==> src/rtl/tdm_mux4x1_if.sv <==
`default_nettype none
// ============================================================================
// tdm_mux4x1_if : 4-channel input / single TDM output bundle for tdm_mux4x1
// Rev 1.0
// ============================================================================
interface tdm_mux4x1_if #(
    parameter int WIDTH = 8
);
    logic [3:0]         in_valid;
    logic [4*WIDTH-1:0] in_data;
    logic [3:0]         in_last;
    logic [3:0]         in_ready;
    logic               out_valid;
    logic [WIDTH-1:0]   out_data;
    logic [1:0]         out_sel;
    logic               out_last;
    logic               out_ready;
    logic               busy;

    modport master (
        output in_valid, in_data, in_last, out_ready,
        input  in_ready, out_valid, out_data, out_sel, out_last, busy
    );

    modport slave (
        input  in_valid, in_data, in_last, out_ready,
        output in_ready, out_valid, out_data, out_sel, out_last, busy
    );
endinterface
`default_nettype wire

==> src/rtl/tdm_mux4x1.sv <==
`default_nettype none
// ============================================================================
// tdm_mux4x1 : round-robin, packet-locked 4:1 TDM multiplexer, 1-deep output
// Rev 1.0
// ============================================================================
module tdm_mux4x1 #(
    parameter int WIDTH = 8
) (
    input  wire logic   clk,
    input  wire logic   rst_n,
    tdm_mux4x1_if.slave bus
);
    typedef enum logic [0:0] {
        S_IDLE   = 1'b0,
        S_LOCKED = 1'b1
    } state_t;

    state_t           r_state;
    logic [1:0]       r_rr_ptr;
    logic [1:0]       r_lock_ch;
    logic             r_out_valid;
    logic [WIDTH-1:0] r_out_data;
    logic [1:0]       r_out_sel;
    logic             r_out_last;

    logic             w_can_load;
    logic             w_gnt_valid;
    logic [1:0]       w_gnt;
    logic [1:0]       w_idx;
    logic [3:0]       w_ready;
    logic             w_xfer;
    logic [WIDTH-1:0] w_data_sel;
    logic             w_last_sel;

    assign w_can_load = !r_out_valid || bus.out_ready;

    // Descending scan so the lowest offset from rr_ptr is written last and wins.
    always_comb begin
        w_gnt       = r_rr_ptr;
        w_gnt_valid = 1'b0;
        w_idx       = '0;
        if (r_state == S_LOCKED) begin
            w_gnt       = r_lock_ch;
            w_gnt_valid = 1'b1;
        end else begin
            for (int k = 3; k >= 0; k--) begin
                w_idx = r_rr_ptr + 2'(k);
                if (bus.in_valid[w_idx]) begin
                    w_gnt       = w_idx;
                    w_gnt_valid = 1'b1;
                end
            end
        end
    end

    // rst_n gates ready so it drops immediately, not only at the next edge.
    always_comb begin
        w_ready = '0;
        if (rst_n && w_can_load && w_gnt_valid) begin
            w_ready[w_gnt] = 1'b1;
        end
    end

    assign w_xfer     = bus.in_valid[w_gnt] && w_ready[w_gnt];
    assign w_data_sel = bus.in_data[w_gnt*WIDTH +: WIDTH];
    assign w_last_sel = bus.in_last[w_gnt];

    always_ff @(posedge clk or negedge rst_n) begin
        if (!rst_n) begin
            r_state     <= S_IDLE;
            r_rr_ptr    <= '0;
            r_lock_ch   <= '0;
            r_out_valid <= 1'b0;
            r_out_data  <= '0;
            r_out_sel   <= '0;
            r_out_last  <= 1'b0;
        end else begin
            if (w_xfer) begin
                r_out_valid <= 1'b1;
                r_out_data  <= w_data_sel;
                r_out_sel   <= w_gnt;
                r_out_last  <= w_last_sel;
                if (w_last_sel) begin
                    r_state  <= S_IDLE;
                    r_rr_ptr <= w_gnt + 2'd1;
                end else if (r_state == S_IDLE) begin
                    r_state   <= S_LOCKED;
                    r_lock_ch <= w_gnt;
                end
            end else if (bus.out_ready) begin
                r_out_valid <= 1'b0;
            end
        end
    end

    assign bus.in_ready  = w_ready;
    assign bus.out_valid = r_out_valid;
    assign bus.out_data  = r_out_data;
    assign bus.out_sel   = r_out_sel;
    assign bus.out_last  = r_out_last;
    assign bus.busy      = (r_state == S_LOCKED);
endmodule
`default_nettype wire

==> src/flat_wrapper.sv <==
// flat-port wrapper written by rule: the top's interface ports become plain ports
module tdm_mux4x1_flat 
#(
    parameter int WIDTH = 8
)
  (clk, rst_n, bus_in_valid, bus_in_data, bus_in_last, bus_out_ready, bus_in_ready, bus_out_valid, bus_out_data, bus_out_sel, bus_out_last, bus_busy);
  tdm_mux4x1_if #(.WIDTH(WIDTH)) bus_i ();
  input  wire logic clk;
  input  wire logic rst_n;
  input wire logic [$bits(bus_i.in_valid)-1:0] bus_in_valid;
  input wire logic [$bits(bus_i.in_data)-1:0] bus_in_data;
  input wire logic [$bits(bus_i.in_last)-1:0] bus_in_last;
  input wire logic [$bits(bus_i.out_ready)-1:0] bus_out_ready;
  output wire logic [$bits(bus_i.in_ready)-1:0] bus_in_ready;
  output wire logic [$bits(bus_i.out_valid)-1:0] bus_out_valid;
  output wire logic [$bits(bus_i.out_data)-1:0] bus_out_data;
  output wire logic [$bits(bus_i.out_sel)-1:0] bus_out_sel;
  output wire logic [$bits(bus_i.out_last)-1:0] bus_out_last;
  output wire logic [$bits(bus_i.busy)-1:0] bus_busy;
  assign bus_i.in_valid = bus_in_valid;
  assign bus_i.in_data = bus_in_data;
  assign bus_i.in_last = bus_in_last;
  assign bus_i.out_ready = bus_out_ready;
  assign bus_in_ready = bus_i.in_ready;
  assign bus_out_valid = bus_i.out_valid;
  assign bus_out_data = bus_i.out_data;
  assign bus_out_sel = bus_i.out_sel;
  assign bus_out_last = bus_i.out_last;
  assign bus_busy = bus_i.busy;
  tdm_mux4x1 #(.WIDTH(WIDTH)) u_core (.clk(clk), .rst_n(rst_n), .bus(bus_i));
endmodule
==> config.mk <==
export PLATFORM = sky130hd
export DESIGN_NAME = tdm_mux4x1_flat
export DESIGN_NICKNAME = d
export VERILOG_FILES = /design/src/rtl/tdm_mux4x1_if.sv /design/src/rtl/tdm_mux4x1.sv /design/src/flat_wrapper.sv
export SDC_FILE = /design/constraint.sdc
export NUM_CORES = 1
export LEC_CHECK = 0
export BUFFER_PORTS_ARGS = -buffer_cell sky130_fd_sc_hd__clkbuf_2
export CAP_MARGIN = 20
export CORE_UTILIZATION = 43
export CTS_BUF_LIST = sky130_fd_sc_hd__clkbuf_16
export DETAILED_ROUTE_END_ITERATION = 8
export PLACE_DENSITY_LB_ADDON = 0.1
export SLEW_MARGIN = 25
export SYNTH_ARGS = -nofsm -noshare
export SYNTH_HDL_FRONTEND = slang
export SYNTH_SLANG_ARGS = --single-unit
==> constraint.sdc <==
create_clock -name clk -period 6.9 [get_ports clk]
set_clock_uncertainty 0.05 [all_clocks]
set_input_delay 0.345 -clock clk [delete_from_list [all_inputs] [get_ports clk]]
set_output_delay 0.345 -clock clk [all_outputs]
set_load 0.01 [all_outputs]
==> impl_metrics.env <==
export IMPL_final_report_setup_violation_count=0
export IMPL_largest_family_of_logic_cells_by_synthesized_area="simple AND/OR/NAND/NOR gates"
export IMPL_cts_htree_levels=1
export IMPL_numCtsBuffers=3
export IMPL_grt_use_total_pct=20.71
export IMPL_synth_area_top_cells="sky130_fd_sc_hd__dfrtp_1 (33%), sky130_fd_sc_hd__nand2_1 (12%), sky130_fd_sc_hd__mux2_2 (9.5%), sky130_fd_sc_hd__and3_1 (5.8%), sky130_fd_sc_hd__a31oi_1 (3.8%)"
export IMPL_design_portCount=60
export IMPL_synth_flop_cell="sky130_fd_sc_hd__dfrtp_1"
export IMPL_worst_setup_path_end_kind="register"
export IMPL_mappedNetlistArea_um2=1304
export IMPL_max_cap_violations=0
export IMPL_run_status="finished with violations"
export IMPL_regToRegSetupSlack_ps=3760
export IMPL_hpwl_um=2398
export IMPL_number_of_rows_created_at_floorplan=19
export IMPL_synth_most_common_cell="sky130_fd_sc_hd__nand2_1"
export IMPL_synth_mux_area_share_pct=11.80
export IMPL_fin_hold_ws_ps=-11.38
export IMPL_violations="DRC, hold timing"
export IMPL_min_path_type="primary input to async pin"
export IMPL_ys_warn_count=0
export IMPL_worst_slew_pin_transition_ps=935.1
export IMPL_worst_endpoint_arrival_ps=3220
export IMPL_synth_edff_count=0
export IMPL_grt_setup_unrepaired="no"
export IMPL_largest_net_degree_at_the_start_of_global_routing=24
export IMPL_floorplan_initialDensity_pct=46.48
export IMPL_ff2ff_path_depth=7
export IMPL_max_clock_path_buffers=2
export IMPL_syn_to_final_growth_pct=28.12
export IMPL_post_drt_via_cell_ratio=5.481
export IMPL_worstSetupStartpointType="register"
export IMPL_static_leakage_power_nw=0.8358
export IMPL_fin_nets=256
export IMPL_vdd_ir_drop_max_v=0.0001928
export IMPL_synthAdderAreaFrac_pct=0
export IMPL_die_height_um=57.07
export IMPL_antenna_cells=0
export IMPL_drt_first_iter_violations=27
export IMPL_synth_top_cells_by_count="sky130_fd_sc_hd__nand2_1 (40), sky130_fd_sc_hd__dfrtp_1 (17), sky130_fd_sc_hd__and3_1 (12), sky130_fd_sc_hd__mux2_2 (11), sky130_fd_sc_hd__nor2_1 (11)"
export IMPL_numPlacedInstances=238
export IMPL_cts_root_buf="sky130_fd_sc_hd__clkbuf_16"
export IMPL_clkTransAtPathRegs_ps=50
export IMPL_hold_viol_final=17
export IMPL_holdBufCountCts=0
export IMPL_timing_fmax_ghz=0.3186
export IMPL_ys_async_sr_fraction_pct=100.0
export IMPL_power_density_nw_per_um2=450.9
export IMPL_cts_resized=0
export IMPL_worstPathMaxFanout=16
export IMPL_drive_gt1_share_pct=38.21
export IMPL_grt_overflow=0
export IMPL_r2r_end="u_core.r_lock_ch[0]$_DFFE_PN0P_"
export IMPL_design_die_area_um2=3256
export IMPL_drv_slew=0
export IMPL_clkLatencyLatePin_ps=250
export IMPL_place_congestion=0.8431
export IMPL_worstSetupPathType="register to register"
export IMPL_period_share_pct=45.49
export IMPL_wire_length_of_the_first_global_routing_pass_um=5202
export IMPL_dr_pass1_iters=7
export IMPL_synthesized_flop_and_latch_total=17
export IMPL_final_routed_wirelength_across_all_metal_layers_um=3304
export IMPL_post_synth_simple_gate_area_pct=27.45
export IMPL_avgSynthCellArea_um2=8.200
export IMPL_portBuffers=59
export IMPL_vias=1332
export IMPL_antenna_viol_nets_final=0
export IMPL_synthesis_instances=159
export IMPL_grt_pass1_vias=1170
export IMPL_final_min_clock_period_ps=3139
export IMPL_layout_cells_non_filler=243
export IMPL_remaining_drc_errors=2
export IMPL_finish_utilization_pct=59.55
export IMPL_synth_net_count=202
export IMPL_core_area_um2=2805
export IMPL_synth_largest_area_cell="sky130_fd_sc_hd__dfrtp_1"
export IMPL_synthDistinctLibCells=40
export IMPL_synth_compound_area_share_pct=22.55
export IMPL_worst_endpoint_required_ps=6980
export IMPL_max_slew_margin_pct=37.66
export IMPL_floorplan_die_width_um=57.07
export IMPL_number_of_antenna_violations_at_the_first_check_in_global_routing=0
export IMPL_tritoncts_clock_tree="built"
export IMPL_wire_per_inst_um=13.60
export IMPL_cts_repair_timing_setup_buffer_count=0
export IMPL_clock_sink_count=17
export IMPL_seq_total_area_yosys_pct=32.63
export IMPL_synth_top_cell_area_share_pct=32.63
export IMPL_reg2reg_from="u_core.r_rr_ptr[0]$_DFFE_PN0P_"
export IMPL_synthesized_area_fraction_occupied_by_xor_and_xnor_cells_pct=0
export IMPL_setup_tns_final_ps=0
## stage by stage
stage                     setup slack, ps  power, mW  cell area (um2)
final                                3761     0.7532             1670
after global routing                 3562     0.8096             1670
after CTS                            3612     0.7469             1659
after detailed placement             3533     0.6294             1580
after global placement               3639     0.6168             1580
after floorplan                      4602     0.5263             1304
## area by class of cell
| class | count | area, um2 |
|---|---|---|
| multi-input combinational | 127 | 805.8 |
| clock inverter | 1 | 3.754 |
| sequential | 17 | 425.4 |
| timing repair buffer | 60 | 306.5 |
| tap | 31 | 38.79 |
| inverter | 4 | 15.01 |
| clock buffer | 3 | 75.07 |
| fill | 272 | 1135 |
## cell families after synthesis
kind of cell | Yosys count
flops | 17
mux | 14
compound gates | 36
simple gates | 77
buf+inv | 15
## state kept, by name, indices dropped and copies added, names as in the netlist
name	count
u_core.bus.busy	1
u_core.bus.out_data	8
u_core.bus.out_last	1
u_core.bus.out_sel	2
u_core.bus.out_valid	1
u_core.r_lock_ch	2
u_core.r_rr_ptr	2
## how the worst max path moves through the flow
stage | startpoint | depth (start not counted) | end
2_1_floorplan | u_core.bus.busy$_DFFE_PN0P_ | 7 | u_core.bus.busy$_DFFE_PN0P_
3_5_place_dp | bus_in_valid[0] | 7 | u_core.bus.out_data[4]$_DFFE_PN0P_
5_1_grt | u_core.r_rr_ptr[0]$_DFFE_PN0P_ | 7 | u_core.r_lock_ch[0]$_DFFE_PN0P_
6_report | u_core.r_rr_ptr[0]$_DFFE_PN0P_ | 7 | u_core.r_lock_ch[0]$_DFFE_PN0P_
4_1_cts | u_core.r_rr_ptr[0]$_DFFE_PN0P_ | 6 | u_core.bus.out_data[4]$_DFFE_PN0P_
3_3_place_gp | bus_in_valid[0] | 7 | u_core.bus.out_data[7]$_DFFE_PN0P_
## layout by cell type, fill, tap and decap left out, types with 3 or more instances in the layout
| cell | instances |
|---|---|
| sky130_fd_sc_hd__a31oi_1 | 8 |
| sky130_fd_sc_hd__o21ai_0 | 5 |
| sky130_fd_sc_hd__nor2_1 | 11 |
| sky130_fd_sc_hd__nand2b_1 | 3 |
| sky130_fd_sc_hd__and3_1 | 12 |
| sky130_fd_sc_hd__clkbuf_2 | 59 |
| sky130_fd_sc_hd__clkbuf_16 | 3 |
| sky130_fd_sc_hd__mux2i_1 | 3 |
| sky130_fd_sc_hd__inv_1 | 5 |
| sky130_fd_sc_hd__dfrtp_1 | 17 |
| sky130_fd_sc_hd__a21oi_1 | 5 |
| sky130_fd_sc_hd__nand2_1 | 40 |
| sky130_fd_sc_hd__mux2_2 | 11 |
## worst max-delay path, cell delays in order, from the launching register on
cell                        delay (ps)
sky130_fd_sc_hd__dfrtp_1           480
sky130_fd_sc_hd__nand2b_1          160
sky130_fd_sc_hd__o211ai_1          140
sky130_fd_sc_hd__a2111oi_4         520
sky130_fd_sc_hd__or2_0             780
sky130_fd_sc_hd__mux2i_1           280
sky130_fd_sc_hd__o211ai_2          250
sky130_fd_sc_hd__mux2_2            360
## layer usage
layer,track usage [%],vias to the layer above,wire (um)
li1,-,676,-
met1,26.91,606,1493
met2,34.12,45,1553
met3,3.855,5,206
met4,8.362,0,51
met5,0,-,0
## report_power, final
part	internal (mW)	total (mW)	switching [mW]
logic	0.196	0.444	0.248
clock network	0.0770	0.116	0.0386
registers	0.149	0.194	0.0442
No activity file was read; power rests on OpenSTA's default activity.
